### src/rtl/i2s_adc_rx_if.sv
// Stereo frame bus from the I2S receiver to the sample path: {left, right} data,
// valid/ready handshake and a sticky overrun flag with its clear.
interface i2s_adc_rx_if #(
    parameter int WIDTH = 16
);
    logic [2*WIDTH-1:0] ADCDATA;
    logic               adc_valid;
    logic               adc_ready;
    logic               overrun;
    logic               overrun_clr;

    modport master (
        output ADCDATA,
        output adc_valid,
        output overrun,
        input  adc_ready,
        input  overrun_clr
    );

    modport slave (
        input  ADCDATA,
        input  adc_valid,
        input  overrun,
        output adc_ready,
        output overrun_clr
    );
endinterface

### src/rtl/i2s_adc_rx.sv
// Master-mode I2S ADC receiver: makes BCLK/LRCK from Clk, frame valid 1 Clk after last right-channel rise.
// Frames are never stalled: an unconsumed frame is overwritten and flagged via sticky overrun.
module i2s_adc_rx #(
    parameter int BCLK_DIV = 8,
    parameter int SLOT     = 32,
    parameter int WIDTH    = 16
) (
    input  logic          Clk,
    input  logic          Reset,
    input  logic          Enable,
    input  logic          AUD_ADCDAT,
    output logic          AUD_BCLK,
    output logic          AUD_ADCLRCK,
    i2s_adc_rx_if.master  bus
);
    localparam int DW = $clog2(BCLK_DIV);
    localparam int BW = $clog2(2*SLOT);
    localparam logic [DW-1:0] DIV_LAST = DW'(BCLK_DIV-1);
    localparam logic [BW-1:0] BIT_LAST = BW'(2*SLOT-1);
    localparam logic [BW-1:0] SLOT_B   = BW'(SLOT);
    localparam logic [BW-1:0] WIDTH_B  = BW'(WIDTH);

    logic             sync1, sync2;
    logic [DW-1:0]    div;
    logic [BW-1:0]    bitcnt, bit_nxt, pos;
    logic             wrap, rise, fall, right_ch, cap;
    logic [WIDTH-1:0] left_sr, right_sr;
    logic             frame_done;

    assign wrap     = Enable && (div == DIV_LAST);
    assign rise     = wrap && !AUD_BCLK;
    assign fall     = wrap && AUD_BCLK;
    assign right_ch = (bitcnt >= SLOT_B);
    assign pos      = right_ch ? (bitcnt - SLOT_B) : bitcnt;
    assign bit_nxt  = (bitcnt == BIT_LAST) ? '0 : bitcnt + 1'b1;
    // Slot position 0 is the I2S one-bit delay after the LRCK edge; MSB lands at position 1.
    assign cap      = rise && (pos != '0) && (pos <= WIDTH_B);

    always_ff @(posedge Clk or posedge Reset) begin
        if (Reset) begin
            sync1 <= 1'b0;
            sync2 <= 1'b0;
        end else begin
            sync1 <= AUD_ADCDAT;
            sync2 <= sync1;
        end
    end

    always_ff @(posedge Clk or posedge Reset) begin
        if (Reset) begin
            div         <= '0;
            bitcnt      <= '0;
            AUD_BCLK    <= 1'b0;
            AUD_ADCLRCK <= 1'b0;
        end else if (!Enable) begin
            div         <= '0;
            bitcnt      <= '0;
            AUD_BCLK    <= 1'b0;
            AUD_ADCLRCK <= 1'b0;
        end else begin
            div <= wrap ? '0 : div + 1'b1;
            if (wrap) begin
                AUD_BCLK <= !AUD_BCLK;
            end
            // LRCK follows the new bit count so it changes together with BCLK falling.
            if (fall) begin
                bitcnt      <= bit_nxt;
                AUD_ADCLRCK <= (bit_nxt >= SLOT_B);
            end
        end
    end

    always_ff @(posedge Clk or posedge Reset) begin
        if (Reset) begin
            left_sr    <= '0;
            right_sr   <= '0;
            frame_done <= 1'b0;
        end else begin
            frame_done <= cap && right_ch && (pos == WIDTH_B);
            if (!Enable) begin
                left_sr  <= '0;
                right_sr <= '0;
            end else if (cap) begin
                if (right_ch) begin
                    right_sr <= {right_sr[WIDTH-2:0], sync2};
                end else begin
                    left_sr  <= {left_sr[WIDTH-2:0], sync2};
                end
            end
        end
    end

    always_ff @(posedge Clk or posedge Reset) begin
        if (Reset) begin
            bus.ADCDATA   <= '0;
            bus.adc_valid <= 1'b0;
            bus.overrun   <= 1'b0;
        end else if (frame_done) begin
            bus.ADCDATA   <= {left_sr, right_sr};
            bus.adc_valid <= 1'b1;
            // A ready in the load cycle consumes the old frame, so only a stalled one overruns.
            if (bus.adc_valid && !bus.adc_ready) begin
                bus.overrun <= 1'b1;
            end else if (bus.overrun_clr) begin
                bus.overrun <= 1'b0;
            end
        end else begin
            if (bus.adc_valid && bus.adc_ready) begin
                bus.adc_valid <= 1'b0;
            end
            if (bus.overrun_clr) begin
                bus.overrun <= 1'b0;
            end
        end
    end
endmodule
### src/flat_wrapper.sv
// flat-port wrapper written by rule: the top's interface ports become plain ports
module i2s_adc_rx_flat 
#(
    parameter int BCLK_DIV = 8,
    parameter int SLOT     = 32,
    parameter int WIDTH    = 16
)
  (Clk, Reset, Enable, AUD_ADCDAT, AUD_BCLK, AUD_ADCLRCK, bus_ADCDATA, bus_adc_valid, bus_overrun, bus_adc_ready, bus_overrun_clr);
  i2s_adc_rx_if #(.WIDTH(WIDTH)) bus_i ();
  input  logic Clk;
  input  logic Reset;
  input  logic Enable;
  input  logic AUD_ADCDAT;
  output logic AUD_BCLK;
  output logic AUD_ADCLRCK;
  output wire logic [$bits(bus_i.ADCDATA)-1:0] bus_ADCDATA;
  output wire logic [$bits(bus_i.adc_valid)-1:0] bus_adc_valid;
  output wire logic [$bits(bus_i.overrun)-1:0] bus_overrun;
  input wire logic [$bits(bus_i.adc_ready)-1:0] bus_adc_ready;
  input wire logic [$bits(bus_i.overrun_clr)-1:0] bus_overrun_clr;
  assign bus_ADCDATA = bus_i.ADCDATA;
  assign bus_adc_valid = bus_i.adc_valid;
  assign bus_overrun = bus_i.overrun;
  assign bus_i.adc_ready = bus_adc_ready;
  assign bus_i.overrun_clr = bus_overrun_clr;
  i2s_adc_rx #(.BCLK_DIV(BCLK_DIV), .SLOT(SLOT), .WIDTH(WIDTH)) u_core (.Clk(Clk), .Reset(Reset), .Enable(Enable), .AUD_ADCDAT(AUD_ADCDAT), .AUD_BCLK(AUD_BCLK), .AUD_ADCLRCK(AUD_ADCLRCK), .bus(bus_i));
endmodule
### config.mk
export PLATFORM = sky130hd
export DESIGN_NAME = i2s_adc_rx_flat
export DESIGN_NICKNAME = d
export VERILOG_FILES = /design/src/rtl/i2s_adc_rx_if.sv /design/src/rtl/i2s_adc_rx.sv /design/src/flat_wrapper.sv
export SDC_FILE = /design/constraint.sdc
export NUM_CORES = 1
export LEC_CHECK = 0
export ABC_AREA = 1
export BUFFER_PORTS_ARGS = -buffer_cell sky130_fd_sc_hd__buf_2
export CAP_MARGIN = 40
export CORE_MARGIN = 10
export CORE_UTILIZATION = 51
export DETAILED_ROUTE_END_ITERATION = 16
export GPL_ROUTABILITY_DRIVEN = 0
export PLACE_DENSITY = 0.85
export SYNTH_ARGS = -nofsm -noshare
export SYNTH_HDL_FRONTEND = slang
export SYNTH_SLANG_ARGS = --single-unit
export TNS_END_PERCENT = 10
### constraint.sdc
create_clock -name Clk -period 2.66 [get_ports Clk]
set_clock_uncertainty 0.1 [all_clocks]
set_input_delay 0.665 -clock Clk [delete_from_list [all_inputs] [get_ports Clk]]
set_output_delay 0.665 -clock Clk [all_outputs]
set_load 0.005 [all_outputs]
==> results.yml, run 1 <==
global_route:
  grt.total_usage_pct: 12.9
  first_global_vias: 2363
  grt_max_degree: 81
  grt_pass1_wl_um: 10700
  antenna_found_initial: 0
  grt_overflow: 0
drt:
  wl_um: 6400
  via_count: 2492
  via_per_inst: 4.84
  wl_per_cell_um: 12.4
  dr.pass1.iters: 4
  drt_iter0_drc: 166
  drc: 0
  ant_nets: 0
floorplan:
  initial_utilization_pct: 52.5
  die_area_um2: 10200
  die_h_um: 101
  io_pins: 42
  core_area_um2: 6390
  fp.dieW_um: 101
  rows: 29
sta:
  slew_headroom_pct: 59.0
  rsz0062_at_grt: "false"
  min_period_ns: 2.07
  finalSetupTns_ns: 0
  finalHoldViolations: 0
  layout_setup_ws_ns: 0.586
  setup_viol: 0
  worst_slew_pin_slew_ns: 0.614
  slew_violations: 0
  max_freq_mhz: 482
  period_share_pct: 78.0
synth:
  synthDistinctLibCells: 23
  ys_ff_latch: 80
  yosys_warnings: 0
  syn_avg_cell_area_um2: 8.54
  synth_cells: 393
  syn_area_um2: 3350
  syn_nets: 403
  ys_seq_area_share_pct: 59.7
clock_network:
  clockBufferDepth: 2
  postCtsResizedCells: 0
  clkLatencyLatePin_ns: 0.36
  clk_pin_slew_ns: 0.07
  cts_hold_buf: 0
  cts_buffers: 9
  cts_max_level: 3
  clock-root-buffer: "clkbuf_8"
  clock-sinks: 80
  cts_tree: "yes"
  postCtsSetupBuffers: 0
worst_setup_path:
  reg2regPathDepth: 6
  critPathLaunch: "u_core.div[0]"
  regToRegSetupSlack_ns: 0.59
  worstPathMaxFanout: 26
  setup.worst_path.end_class: "flip-flop"
  critical_path_class: "flip-flop to flip-flop"
  rr_startpoint: "u_core.div[0]"
  critPathRequiredTime_ns: 2.82
  crit_arrival_ns: 2.23
  worst_r2r_endpoint: "u_core.left_sr[0]"
  start_kind: "flip-flop"
power:
  power_leakage_uw: 0.00230
  internal-power_uw: 1710
  combPwrFrac_pct: 3.9
  p_clk_share_pct: 40.2
  p_switching_uw: 501
  seqPwrFrac_pct: 55.8
  vdd_ir_drop_max_uv: 414
  p_per_area_nw_per_um2: 577
  swShare_pct: 22.7
final_layout:
  multi_input_area_um2: 1100
  fin_nets: 443
  nFillCells: 558
  seqCellArea_um2: 2000
  syn_to_final_growth_pct: 14.1
  num_antenna_cells: 0
  drive_gt1_share_pct: 15.5
min_path:
  holdPathStages: 0
  hp-class: "flip-flop to flip-flop"
  min-delay-start: "u_core.sync1"
  hold_end: "u_core.sync2"
flow_run:
  max-cap-violations: 0
outcome:
  status: "complete, no violations"
placed_design:
  dpl.hpwl_um: 4290
  place_ws_ns: 0.507
  port-buffer-count: 41
[critical path, cell delays in order, from the launching register on]
cell and delay, ns:
dfrtp_1 0.35, ha_1 0.15, ha_1 0.15, nand2_1 0.07, nor2_2 0.27, nand4_2 0.55
o21ai_1 0.34
[layer usage]
metal,vias up,track usage [%],share of wire [%]
met4,0,7.07,2.3
met3,12,3.50,5.9
li1,1288,-,-
met1,1146,15.2,44
met2,46,21.0,47
met5,-,0,0
[registers in the layout, indices dropped and copies added (netlist names), 3 cells and up]
signal / count
u_core.bitcnt: 6
u_core.bus.ADCDATA: 32
u_core.right_sr: 16
u_core.left_sr: 16
u_core.div: 3
[how the worst max path moves through the flow]
stage / endpoint / slack, ns / cells past startpoint
6_report: u_core.left_sr[0] / 0.59 / 6
5_1_grt: u_core.left_sr[8] / 0.36 / 7
4_1_cts: u_core.left_sr[0] / 0.57 / 6
3_5_place_dp: u_core.left_sr[0] / 0.51 / 5
3_3_place_gp: u_core.left_sr[15] / 0.60 / 6
2_1_floorplan: u_core.AUD_ADCLRCK / 0.99 / 1
[Yosys cell counts (all sizes together)]
master    n  area share [%]
o21ai    28             4.3
o22ai     1            0.19
a21oi     3            0.45
nand3    10             1.5
nand2   184              21
clkbuf    9             1.0
inv      43             4.8
o21bai    1            0.22
dfrtp    80              60
nor2     10             1.3
nand4    10             2.5
ha        4             1.5
xor2      1            0.26
clkinv    1            0.11
buf       8             1.6
[layout by cell type, fill, tap and decap left out]
cell	instances
a21oi_1	3
buf_12	1
buf_2	41
buf_4	3
buf_8	1
bufinv_16	1
clkbuf_1	1
clkbuf_8	10
clkinv_1	1
clkinv_2	2
clkinv_4	1
clkinvlp_4	2
dfrtp_1	80
ha_1	4
inv_1	41
inv_2	1
nand2_1	184
nand3_1	10
nand4_1	8
nand4_2	1
nand4_4	1
nor2_1	8
nor2_2	2
o21ai_0	3
o21ai_1	24
o21ai_2	1
o21bai_1	1
o22ai_1	1
xor2_1	1
[power by group through the flow]
stage | combinational (uW) | sequential [uW] | clock, uW
floorplan | 63.6 | 1250 | 0
global placement | 85.3 | 1250 | 0
detailed placement | 89.5 | 1260 | 0
CTS | 89.6 | 1230 | 909
global route | 101 | 1230 | 952
finish | 86.9 | 1230 | 888
[logic make-up after synthesis]
kind of cell	count (synthesis)	share of synthesized area (%)
AO/OA/AOI/OAI	33	5.15
AND/OR/NAND/NOR	214	25.8
adder cells (fa/ha/maj)	4	1.49
XOR/XNOR	1	0.261
flip-flops	80	59.7
buffers and inverters	61	7.57
[per-stage QoR]
stage                     hold slack (ns)  total power [uW]  utilization, %  cells  area [um2]
after detailed placement            0.248              1340            56.8    499        3630
final                               0.261              2210            59.9    515        3830
after floorplan                     0.231              1320               -    393        3360
after global placement              0.232              1340            56.6    498        3610
after CTS                           0.267              2230            59.9    515        3830
after global routing                0.283              2290            59.9    515        3830
[cell type report]
type	count	share of cell area [%]
well taps	77	2.52
multi-input cells	252	28.7
clock buffers	11	3.70
inverters	44	4.41
flip-flops and latches	80	52.3
repair buffers	46	6.87
clock inverters	5	1.47
No activity file was read; power rests on OpenSTA's default activity.
==> inputs of run 2 (changes only) <==
==> constraint.sdc (replaced) <==
create_clock -name Clk -period 1.9 [get_ports Clk]
set_clock_uncertainty 0.1 [all_clocks]
set_input_delay 0.475 -clock Clk [delete_from_list [all_inputs] [get_ports Clk]]
set_output_delay 0.475 -clock Clk [all_outputs]
set_load 0.005 [all_outputs]
==> run 2 against run 1 <==
  * Core utilization is 1.3 points higher
  * Routed wire length is 5.7% higher
  * Sequential share of layout area is 1.1 points lower
  * Fmax is 22% higher
  * Combinational power is 57% higher
  * Design area is 2.2% higher
  * Die area stayed put
  * Non-clock buffer count is 4 higher
  * Sequential cell count stayed put
  * Highest routed layer unchanged
  * Final cell count is 0.97% higher
  * Register-to-register slack worse by 0.39 ns
  * Sequential power is 40% higher
==> results.yml, run 2 (same netlist as run 1, synthesis figures left out) <==
outcome:
  status: "complete, no violations"
worst_setup_path:
  crit_arrival_ns: 1.84
  crit_path_max_incr_delay_ns: 0.38
  critPathRequiredTime_ns: 2.04
  crit_top_cell: "nand2_1"
  critical_path_class: "flip-flop to flip-flop"
  path_cells: "inv_1 > ha_1 > nand2_1 > nand2_1 > nand4_4 > nand2_1 > o21ai_1"
  critical_path.slowest_cell: "dfrtp_1"
  rr_startpoint: "u_core.bitcnt[0]"
  regToRegSetupSlack_ns: 0.20
  critPathLaunch: "u_core.bitcnt[0]"
  reg2regPathDepth: 7
  worstPathMaxFanout: 16
  worst_r2r_endpoint: "u_core.right_sr[3]"
  setup.worst_path.end_class: "flip-flop"
  start_kind: "flip-flop"
drt:
  wl_um: 6760
  wl_per_cell_um: 13.0
  ant_nets: 0
  via_count: 2609
  dr.pass1.iters: 5
  drt_iter0_drc: 131
  drc: 0
  via_per_inst: 5.02
final_layout:
  largest_register: "u_core.bus.ADCDATA"
  postLayoutCellArea_um2: 3910
  layout_commonest_cell: "nand2_1"
  syn_to_final_growth_pct: 16.6
  mostFrequentLayoutCells: "184 x nand2_1, 80 x dfrtp_1, 41 x inv_1, 41 x buf_2, 24 x o21ai_1"
  num_antenna_cells: 0
  largest_reg_flops: 32
  drive_gt1_share_pct: 16.7
  instances_no_fill: 520
  fin_nets: 448
  reg_top3: "u_core.bus.ADCDATA x32, u_core.left_sr x16, u_core.right_sr x16"
  nFillCells: 546
power:
  p_clk_share_pct: 39.8
  vdd_ir_drop_max_uv: 458
  power_leakage_uw: 0.00236
  p_switching_uw: 700
  internal-power_uw: 2390
  combPwrFrac_pct: 4.4
  p_per_area_nw_per_um2: 790
  swShare_pct: 22.7
  seqPwrFrac_pct: 55.8
  total_power_uw: 3090
global_route:
  grt_pass1_wl_um: 11300
  first_global_vias: 2539
  grt.total_usage_pct: 13.7
  antenna_found_initial: 0
  grt_max_degree: 33
  grt_overflow: 0
floorplan:
  io_pins: 42
  core_area_um2: 6390
  die_h_um: 101
  rows: 29
  initial_utilization_pct: 52.5
  die_area_um2: 10200
  fp.dieW_um: 101
clock_network:
  cts_buffers: 9
  clockBufferDepth: 2
  clkLatencyLatePin_ns: 0.36
  clock-sinks: 80
  cts_tree: "yes"
  cts_hold_buf: 0
  cts_max_level: 3
  clk_pin_slew_ns: 0.08
  clock-root-buffer: "clkbuf_8"
min_path:
  hp-class: "input port to asynchronous set/reset pin"
placed_design:
  dp.cells: 503
  dpl.hpwl_um: 4650
  port-buffer-count: 41
  post_dp_cell_area_um2: 3690
sta:
  worst_slew_pin_slew_ns: 0.486
  whs_ns: 0.0367
  finalSetupTns_ns: 0
  max_freq_mhz: 588
  slew_violations: 0
  rsz0062_at_grt: "false"
  finalHoldViolations: 0
  setup_viol: 0
  slew_headroom_pct: 67.5
  period_share_pct: 89.5
  min_period_ns: 1.70
flow_run:
  max-cap-violations: 0
## run 2: cell types whose count changed in the layout (fill, tap and decap cells not counted), sizes merged
cell	change
clkinv	+2
buf	+4
nand4	+1
clkbuf	-1
clkinvlp	-1
## run 2: worst max-delay path, delay by kind of cell, from the launching register on
kind	cells	cell delay, ns
buffers and inverters	1	0.11
AND/OR/NAND/NOR	4	0.71
flip-flops	1	0.38
AO/OA/AOI/OAI	1	0.08
adder cells (fa/ha/maj)	1	0.21
## run 2: layout make-up
| type | count | area, um2 | share of cell area, % |
|---|---|---|---|
| multi-input combinational | 253 | 1120 | 28.8 |
| clock inverter | 6 | 58.8 | 1.50 |
| clock buffer | 10 | 138 | 3.52 |
| timing repair buffer | 50 | 323 | 8.25 |
| sequential | 80 | 2000 | 51.2 |
| tap | 77 | 96.3 | 2.46 |
| inverter | 44 | 169 | 4.32 |
## run 2: metrics by stage
stage,util [%],worst slack [ns]
2_1_floorplan,-,0.316
3_3_place_gp,57.8,0.209
3_5_place_dp,57.8,0.0789
4_1_cts,60.8,0.0577
5_1_grt,61.2,0.0260
6_report,61.2,0.199
## run 2: metal layers
metal	vias up	track usage (%)	share of wire (%)
met5	-	0	0
met3	11	3.77	7.1
met2	62	22.9	49
met1	1234	15.3	41
li1	1302	-	-
met4	0	8.04	2.2
## run 2: power groups by stage
stage | Clock (uW) | Sequential (uW) | Combinational [uW]
after CTS | 1260 | 1720 | 135
after global placement | 0 | 1760 | 129
after floorplan | 0 | 1760 | 89.1
final | 1230 | 1720 | 136
after global routing | 1320 | 1730 | 157
after detailed placement | 0 | 1760 | 134
## run 2: worst max path at each step
stage	endpoint	cells after the start
after global routing	u_core.right_sr[8]	7
after detailed placement	u_core.right_sr[3]	7
after global placement	u_core.right_sr[15]	7
after CTS	u_core.right_sr[3]	7
final	u_core.right_sr[3]	7
after floorplan	u_core.right_sr[11]	9
## run 2: timing repair
| action | CTS | global route |
|---|---|---|
| gates resized for setup | 0 | 2 |
| setup buffers | 0 | 0 |
| hold endpoints to repair | 0 | 0 |
| endpoints found under the setup margin | 0 | 16 |
